<file path="src/rtl/fede_seq.sv">
// fede_seq: FETCH/DECODE/EXEC/WB sequencer; MEM_LAT+3 cycles per legal instruction, MEM_LAT+1 per illegal, no backpressure (run gates instruction starts).
// Define FEDE_SEQ_COUNT_EN to build the retired-instruction counter; otherwise instr_count is tied to zero.
module fede_seq #(
  parameter int PC_W     = 7,
  parameter int RESET_PC = 0,
  parameter int MEM_LAT  = 1
) (
  input  logic            clk,
  input  logic            rst,
  input  logic            run,
  input  logic [5:0]      opcode,
  input  logic [5:0]      funct,
  output logic [PC_W-1:0] pc,
  output logic [PC_W-1:0] dir,
  output logic            ir_we,
  output logic            reg_write,
  output logic [1:0]      alu_op,
  output logic            busy,
  output logic            illegal,
  output logic [15:0]     instr_count
);

  typedef enum logic [2:0] {IDLE, FETCH, DECODE, EXEC, WB} state_t;

  localparam logic [5:0] OP_RTYPE = 6'h00;
  localparam logic [5:0] OP_ADDI  = 6'h08;
  localparam logic [5:0] OP_BEQ   = 6'h04;

  state_t            state, next;
  logic [1:0]        lat_cnt;
  logic [PC_W-1:0]   pc_q;
  logic [1:0]        alu_q;
  logic              beq_q;
  logic              illegal_q;
  logic              legal;

  // funct only matters to the downstream ALU decoder when alu_op selects it
  logic unused_funct;
  assign unused_funct = ^funct;

  assign legal = (opcode == OP_RTYPE) || (opcode == OP_ADDI) || (opcode == OP_BEQ);

  always_ff @(posedge clk) begin
    if (rst) state <= IDLE;
    else     state <= next;
  end

  always_comb begin
    next = state;
    case (state)
      IDLE:    if (run) next = FETCH;
      FETCH:   if (lat_cnt == 2'd0) next = DECODE;
      DECODE:  if (legal) next = EXEC;
               else       next = run ? FETCH : IDLE;
      EXEC:    next = WB;
      WB:      next = run ? FETCH : IDLE;
      default: next = IDLE;
    endcase
  end

  always_ff @(posedge clk) begin
    if (rst) begin
      lat_cnt   <= 2'd0;
      pc_q      <= PC_W'(RESET_PC);
      alu_q     <= 2'b00;
      beq_q     <= 1'b0;
      illegal_q <= 1'b0;
    end else begin
      // every entry into FETCH restarts the memory-latency countdown
      if (next == FETCH && state != FETCH)
        lat_cnt <= 2'(MEM_LAT - 1);
      else if (state == FETCH && lat_cnt != 2'd0)
        lat_cnt <= lat_cnt - 2'd1;

      if (state == DECODE) begin
        if (legal) begin
          alu_q <= (opcode == OP_RTYPE) ? 2'b10 :
                   (opcode == OP_BEQ)   ? 2'b01 : 2'b00;
          beq_q <= (opcode == OP_BEQ);
        end else begin
          illegal_q <= 1'b1;
          pc_q      <= pc_q + PC_W'(4);
        end
      end

      if (state == WB)
        pc_q <= pc_q + PC_W'(4);
    end
  end

`ifdef FEDE_SEQ_COUNT_EN
  logic [15:0] count_q;

  always_ff @(posedge clk) begin
    if (rst)              count_q <= 16'd0;
    else if (state == WB) count_q <= count_q + 16'd1;
  end

  assign instr_count = count_q;
`else
  assign instr_count = 16'd0;
`endif

  always_comb begin
    pc        = pc_q;
    dir       = pc_q;
    ir_we     = (state == FETCH) && (lat_cnt == 2'd0);
    reg_write = (state == WB) && !beq_q;
    alu_op    = alu_q;
    busy      = (state != IDLE);
    illegal   = illegal_q;
  end

endmodule
</file>
<file path="config.mk">
export PLATFORM = sky130hd
export DESIGN_NAME = fede_seq
export DESIGN_NICKNAME = d
export VERILOG_FILES = /design/src/rtl/fede_seq.sv
export SDC_FILE = /design/constraint.sdc
export NUM_CORES = 1
export LEC_CHECK = 0
export ABC_AREA = 1
export BUFFER_PORTS_ARGS = -buffer_cell sky130_fd_sc_hd__buf_2
export CAP_MARGIN = 20
export CORE_MARGIN = 3
export CORE_UTILIZATION = 38
export CTS_CLUSTER_DIAMETER = 120
export DETAILED_ROUTE_END_ITERATION = 16
export PLACE_DENSITY_LB_ADDON = 0.1
export SLEW_MARGIN = 25
export SYNTH_ARGS = -nofsm -noshare
export SYNTH_HDL_FRONTEND = slang
export SYNTH_SLANG_ARGS = --single-unit
</file>
<file path="constraint.sdc">
create_clock -name clk -period 1.18 [get_ports clk]
set_input_delay 0.236 -clock clk [delete_from_list [all_inputs] [get_ports clk]]
set_output_delay 0.236 -clock clk [all_outputs]
set_load 0.1 [all_outputs]
</file>
==> flow_summary.json, run 1 <==
{
  "synth_area_leader_cell": "dfxtp_1",
  "cell_internal_pwr_uw": 688,
  "finalHoldViolCount": 0,
  "synth_top_area_share": 0.325,
  "async_flop_share": 0,
  "grt_pass1_wl_mm": 2.97,
  "drcViolationCount": 0,
  "ys_seq_area_frac": 0.325,
  "crit_type": "reg -> out",
  "dieHeight_um": 53.7,
  "io-pin-count": 51,
  "drt_pass1_iterations": 3,
  "rsz0062_at_grt": "true",
  "clock_sinks": 14,
  "cp-end-kind": "primary output",
  "syn_area_um2": 863,
  "dieArea_um2": 2880,
  "synth-seq-cells": 14,
  "reg2reg_from": "state[1]",
  "synth_area_per_cell_um2": 7.25,
  "worstPathMaxFanout": 2,
  "path_clk_slew_ns": 0.09,
  "track_usage": 0.143,
  "pre_cts_ws_ns": -0.0667,
  "yosysMostFrequentCell": "buf_4",
  "grt.busiest_layer": "met2",
  "seqPwrFrac": 0.374,
  "die_x_um": 53.7,
  "period_share": 1.27,
  "seq_area_um2": 314,
  "clockBufferDepth": 2,
  "power_frac_clock": 0.218,
  "ctsRootBufferMaster": "clkbuf_4",
  "antenna_found_initial": 0,
  "violations": "negative setup slack",
  "fin_util": 0.691,
  "drive_gt1_frac": 0.526,
  "multi_input_area_um2": 533,
  "place.gp.congestion": 0.767,
  "overflow": 0,
  "ir_drop_v": 0.000739,
  "core-area_um2": 2060,
  "hold_path_startpoint": "run",
  "final_cells": 179,
  "critPathRequiredTime_ns": 0.94,
  "grt_max_degree": 13,
  "synth_area_leaders": "dfxtp_1, buf_4, nand2_1",
  "drv_slew": 0,
  "h-tree-depth": 1,
  "crit_start": "lat_cnt[0]",
  "ant_nets": 0,
  "routed_wl_mm": 1.91,
  "power_frac_comb": 0.408,
  "start_util": 0.419,
  "use_met3": 0.0249,
  "synthDistinctLibCells": 19,
  "cts_hold_buffers": 0,
  "fin_crit_ns": 1.50,
  "switching_power_uw": 606,
  "fin_nets": 170,
  "setup_violations": 13,
  "hold_class": "in -> reg",
  "yosysWarnings": 0,
  "postSynthCellCount": 119,
  "first_global_vias": 736,
  "clk_latency_ns": 0.28,
  "dp_cells": 170,
  "power_density_nw_per_um2": 909,
  "fin_skew_ns": 0.00689,
  "cts_buffers": 3,
  "synth-main-ff-cell": "dfxtp_1",
  "row_count": 16,
  "start_kind": "flip-flop",
  "synth_edf_count": 0,
  "maxCapViolCount": 0,
  "power_leakage_uw": 0.000607,
  "drt_iter0_drc": 4,
  "via_per_inst": 4.43,
  "cts_tree": "done",
  "worstPathArrival_ns": 1.26,
  "grt.met2_usage": 0.264,
  "area.growth.synth_to_final_pct": 64.9,
  "met1_usage": 0.146,
  "place_hpwl_mm": 1.43,
  "synthTopCellsByCount": "buf_4, nand2_1, dfxtp_1, inv_1, nor2_1",
  "switching_share": 0.468,
  "port-buffer-count": 24,
  "routedWlPerCell_um": 10.7,
  "vias": 793,
  "num-fill-cells": 161,
  "fin_ws_ns": -0.320,
  "max_freq_mhz": 667,
  "antenna_cells": 0,
  "status": "finished with violations"
}
power groups by stage:
stage / Sequential, uW / Combinational [uW] / Clock [uW]
finish: 484 / 529 / 282
global route: 485 / 548 / 322
CTS: 484 / 516 / 295
detailed placement: 498 / 499 / 0
global placement: 497 / 496 / 0
floorplan: 523 / 440 / 0
repair_timing:
action | in CTS | in global routing
setup buffers | 4 | 1
gates resized for setup | 10 | 15
endpoints found under the setup margin | 15 | 15
pin swaps | 2 | 5
placed cells by master, fill, tap and decap left out, drive strengths merged:
| master | synthesis | layout |
|---|---|---|
| dfxtp | 14 | 14 |
| nand2 | 20 | 20 |
| nand3 | 10 | 10 |
| nor2 | 13 | 13 |
| buf | 25 | 36 |
| nand4 | 1 | 1 |
| a21oi | 9 | 9 |
| clkbuf | 1 | 3 |
| o21ai | 1 | 1 |
| ha | 2 | 2 |
| xnor2 | 2 | 2 |
| nor4 | 2 | 2 |
| a31oi | 1 | 1 |
| clkinv | 0 | 1 |
| inv | 14 | 14 |
| xor2 | 2 | 2 |
| conb | 1 | 20 |
| nor3 | 1 | 1 |
per-stage QoR:
stage	instance area (um2)	hold WS, ns	total power (uW)	TNS (ns)
after floorplan	1030	0.307	963	-1.30
after global placement	1290	0.460	993	-0.0677
after detailed placement	1290	0.461	997	-0.463
after CTS	1370	0.238	1300	-1.24
after global routing	1420	0.265	1360	-2.54
final	1420	0.258	1290	-1.57
critical path, cell delays in order, from the launching register on:
cell,delay [ns]
dfxtp_1,0.32
inv_2,0.07
ha_4,0.13
inv_2,0.04
nor4_4,0.21
buf_12,0.22
routing by layer:
layer	vias to the layer above	share of wire
met4	0	0.0089
met2	29	0.57
met1	363	0.36
li1	399	-
met5	-	0
met3	2	0.057
sequential cells by signal, summed over array words and instances (netlist names):
register / count
alu_op: 2
beq_q: 1
dir: 5
illegal: 1
lat_cnt: 2
state: 3
path summary, 6_finish.rpt:
| check | to | slack [ns] | cells past startpoint |
|---|---|---|---|
| worst max-delay path | ir_we | -0.32 | 5 |
| worst min-delay path | state[0] | 0.26 | 3 |
| worst max register to register | alu_op[0] | -0.13 | 6 |
| worst min register to register | illegal | 0.47 | 2 |
logic make-up (layout without fill, tap and decap cells):
family / Yosys count / after routing / synth area share
AND/OR/NAND/NOR: 47 / 47 / 0.254
adder cells (fa/ha/maj): 2 / 2 / 0.0290
buffers and inverters: 40 / 54 / 0.283
XOR/XNOR: 4 / 4 / 0.0406
flip-flops: 14 / 14 / 0.325
AO/OA/AOI/OAI: 11 / 11 / 0.0652
other: 1 / 20 / 0.00434
final cells by class:
type                            instances  area share
Multi-Input combinational cell         84       0.374
Clock buffer                            3      0.0158
Timing Repair Buffer                   36       0.324
Tap cell                               27      0.0237
Clock inverter                          1     0.00264
Sequential cell                        14       0.221
Inverter                               14      0.0387
Note: power is estimated with default switching activity, not from simulation.
==> inputs of run 2 (changes only) <==
- PLACE_DENSITY: not set -> 0.74
- PLACE_DENSITY_LB_ADDON: 0.1 -> not set
- REMOVE_ABC_BUFFERS: not set -> 1
==> run 2 against run 1 <==
Effect of this change:
- the run still ends with negative setup slack left
- fmax decreased by 8.4%
- non-clock buffer count increased by 13
- first-iteration DRC count increased to 3.8 times the previous value
- sequential cell count unchanged
- register-to-register slack got worse by 0.18 ns
- critical path type unchanged
==> flow_summary.json, run 2 (same netlist as run 1, synthesis figures left out) <==
{
  "fin_util": 0.710,
  "r2r_slack_ns": -0.31,
  "port-buffer-count": 24,
  "reg2reg_from": "state[2]",
  "final_cells": 192,
  "power_leakage_uw": 0.000675,
  "cpMostUsedCell": "inv_2",
  "design_area_um2": 1460,
  "fin_ws_ns": -0.457,
  "core-area_um2": 2060,
  "dp_cells": 176,
  "rsz0062_at_grt": "true",
  "vias": 865,
  "max_freq_mhz": 611,
  "area.growth.synth_to_final_pct": 69.6,
  "finalHoldViolCount": 0,
  "p_total_uw": 1370,
  "num-fill-cells": 159,
  "io-pin-count": 51,
  "antenna_found_initial": 0,
  "fin_skew_ns": 0.00109,
  "place_hpwl_mm": 1.43,
  "slowest_delay_ns": 0.33,
  "crit_type": "reg -> out",
  "cp-end-kind": "primary output",
  "drv_slew": 0,
  "row_count": 16,
  "worstPathMaxFanout": 2,
  "status": "finished with violations",
  "placed_area_um2": 1230,
  "via_per_inst": 4.51,
  "first_global_vias": 757,
  "dieHeight_um": 53.7,
  "start_util": 0.419,
  "track_usage": 0.151,
  "cts_buffers": 3,
  "overflow": 0,
  "mostFrequentLayoutCells": "buf_4, conb_1, buf_12",
  "power_density_nw_per_um2": 936,
  "crit_start": "lat_cnt[0]",
  "routed_wl_mm": 2.19,
  "hold_class": "in -> reg",
  "drt_iter0_drc": 15,
  "hold_path_startpoint": "run",
  "crit_slowest_cell": "dfxtp_2",
  "dieArea_um2": 2880,
  "drive_gt1_frac": 0.485,
  "maxCapViolCount": 0,
  "antenna_cells": 0,
  "place.gp.congestion": 0.743,
  "crit_buf_inv": 4,
  "pre_cts_ws_ns": -0.215,
  "path_clk_slew_ns": 0.08,
  "cts_hold_buffers": 0,
  "largest_reg_flops": 5,
  "period_share": 1.39,
  "ir_drop_v": 0.000804,
  "critical_path.top_delay_family": "buffers and inverters",
  "violations": "negative setup slack",
  "crit_chain": "inv_2 -> ha_4 -> inv_2 -> nor4_4 -> buf_4 -> buf_12",
  "cts_tree": "done",
  "fin_crit_ns": 1.64,
  "h-tree-depth": 1,
  "ctsRootBufferMaster": "clkbuf_4",
  "grt_pass1_wl_mm": 3.14,
  "clock_sinks": 14,
  "drcViolationCount": 0,
  "drt_pass1_iterations": 7,
  "grt_max_degree": 13,
  "routedWlPerCell_um": 11.4,
  "setup_violations": 15,
  "critPathRequiredTime_ns": 0.94,
  "start_kind": "flip-flop",
  "worstPathArrival_ns": 1.40,
  "die_x_um": 53.7,
  "clockBufferDepth": 2,
  "final_common_cell": "buf_4",
  "clk_latency_ns": 0.29,
  "fin_nets": 183,
  "ant_nets": 0
}
-- run 2: cell count changes in the layout (fill, tap and decap cells not counted), sizes merged --
cell | previous run | this run
clkbuf | 3 | 4
buf | 36 | 49
clkinv | 1 | 0
-- run 2: stage by stage --
step / hold WS (ns) / TNS [ns]
global route: 0.256 / -4.47
floorplan: 0.305 / -18.76
global placement: 0.454 / -0.102
CTS: 0.240 / -2.57
detailed placement: 0.474 / -0.410
finish: 0.243 / -3.17
-- run 2: path summary, 6_finish.rpt --
path / cells after the start / endpoint
max: 6 / ir_we
min: 3 / state[0]
max reg2reg: 9 / dir[5]
min reg2reg: 2 / illegal
-- run 2: area by class of cell --
cell class / instances / area (um2) / area share
timing repair buffer: 49 / 559 / 0.382
multi-input combinational: 84 / 477 / 0.326
inverter: 14 / 52.6 / 0.0359
sequential: 14 / 305 / 0.209
tap: 27 / 33.8 / 0.0231
clock buffer: 4 / 36.3 / 0.0248
-- run 2: routing by layer --
| layer | wire (um) | vias to the layer above | share of wire | GRT usage |
|---|---|---|---|---|
| met3 | 199 | 3 | 0.091 | 0.0471 |
| met1 | 766 | 389 | 0.35 | 0.155 |
| met4 | 12 | 0 | 0.0055 | 0.0511 |
| li1 | - | 424 | - | - |
| met5 | 0 | - | 0 | 0 |
| met2 | 1210 | 49 | 0.55 | 0.282 |
-- run 2: report_power, final --
| group | internal, uW | switching (uW) |
|---|---|---|
| Clock | 188 | 163 |
| Sequential | 472 | 9.56 |
| Combinational | 105 | 433 |
| Total | 765 | 606 |
-- run 2: what timing repair did --
| action | 4_1_cts | 5_1_grt |
|---|---|---|
| gates resized for setup | 32 | 6 |
| setup buffers | 8 | 5 |
| pin swaps | 4 | 1 |
| setup endpoints to repair | 21 | 24 |
-- run 2: tightest hold or removal path: cells and delay by family --
kind | cells | cell delay (ns)
buffers and inverters | 1 | 0.10
AOI/OAI and AO/OA | 1 | 0.08
and+or+nand+nor | 1 | 0.08
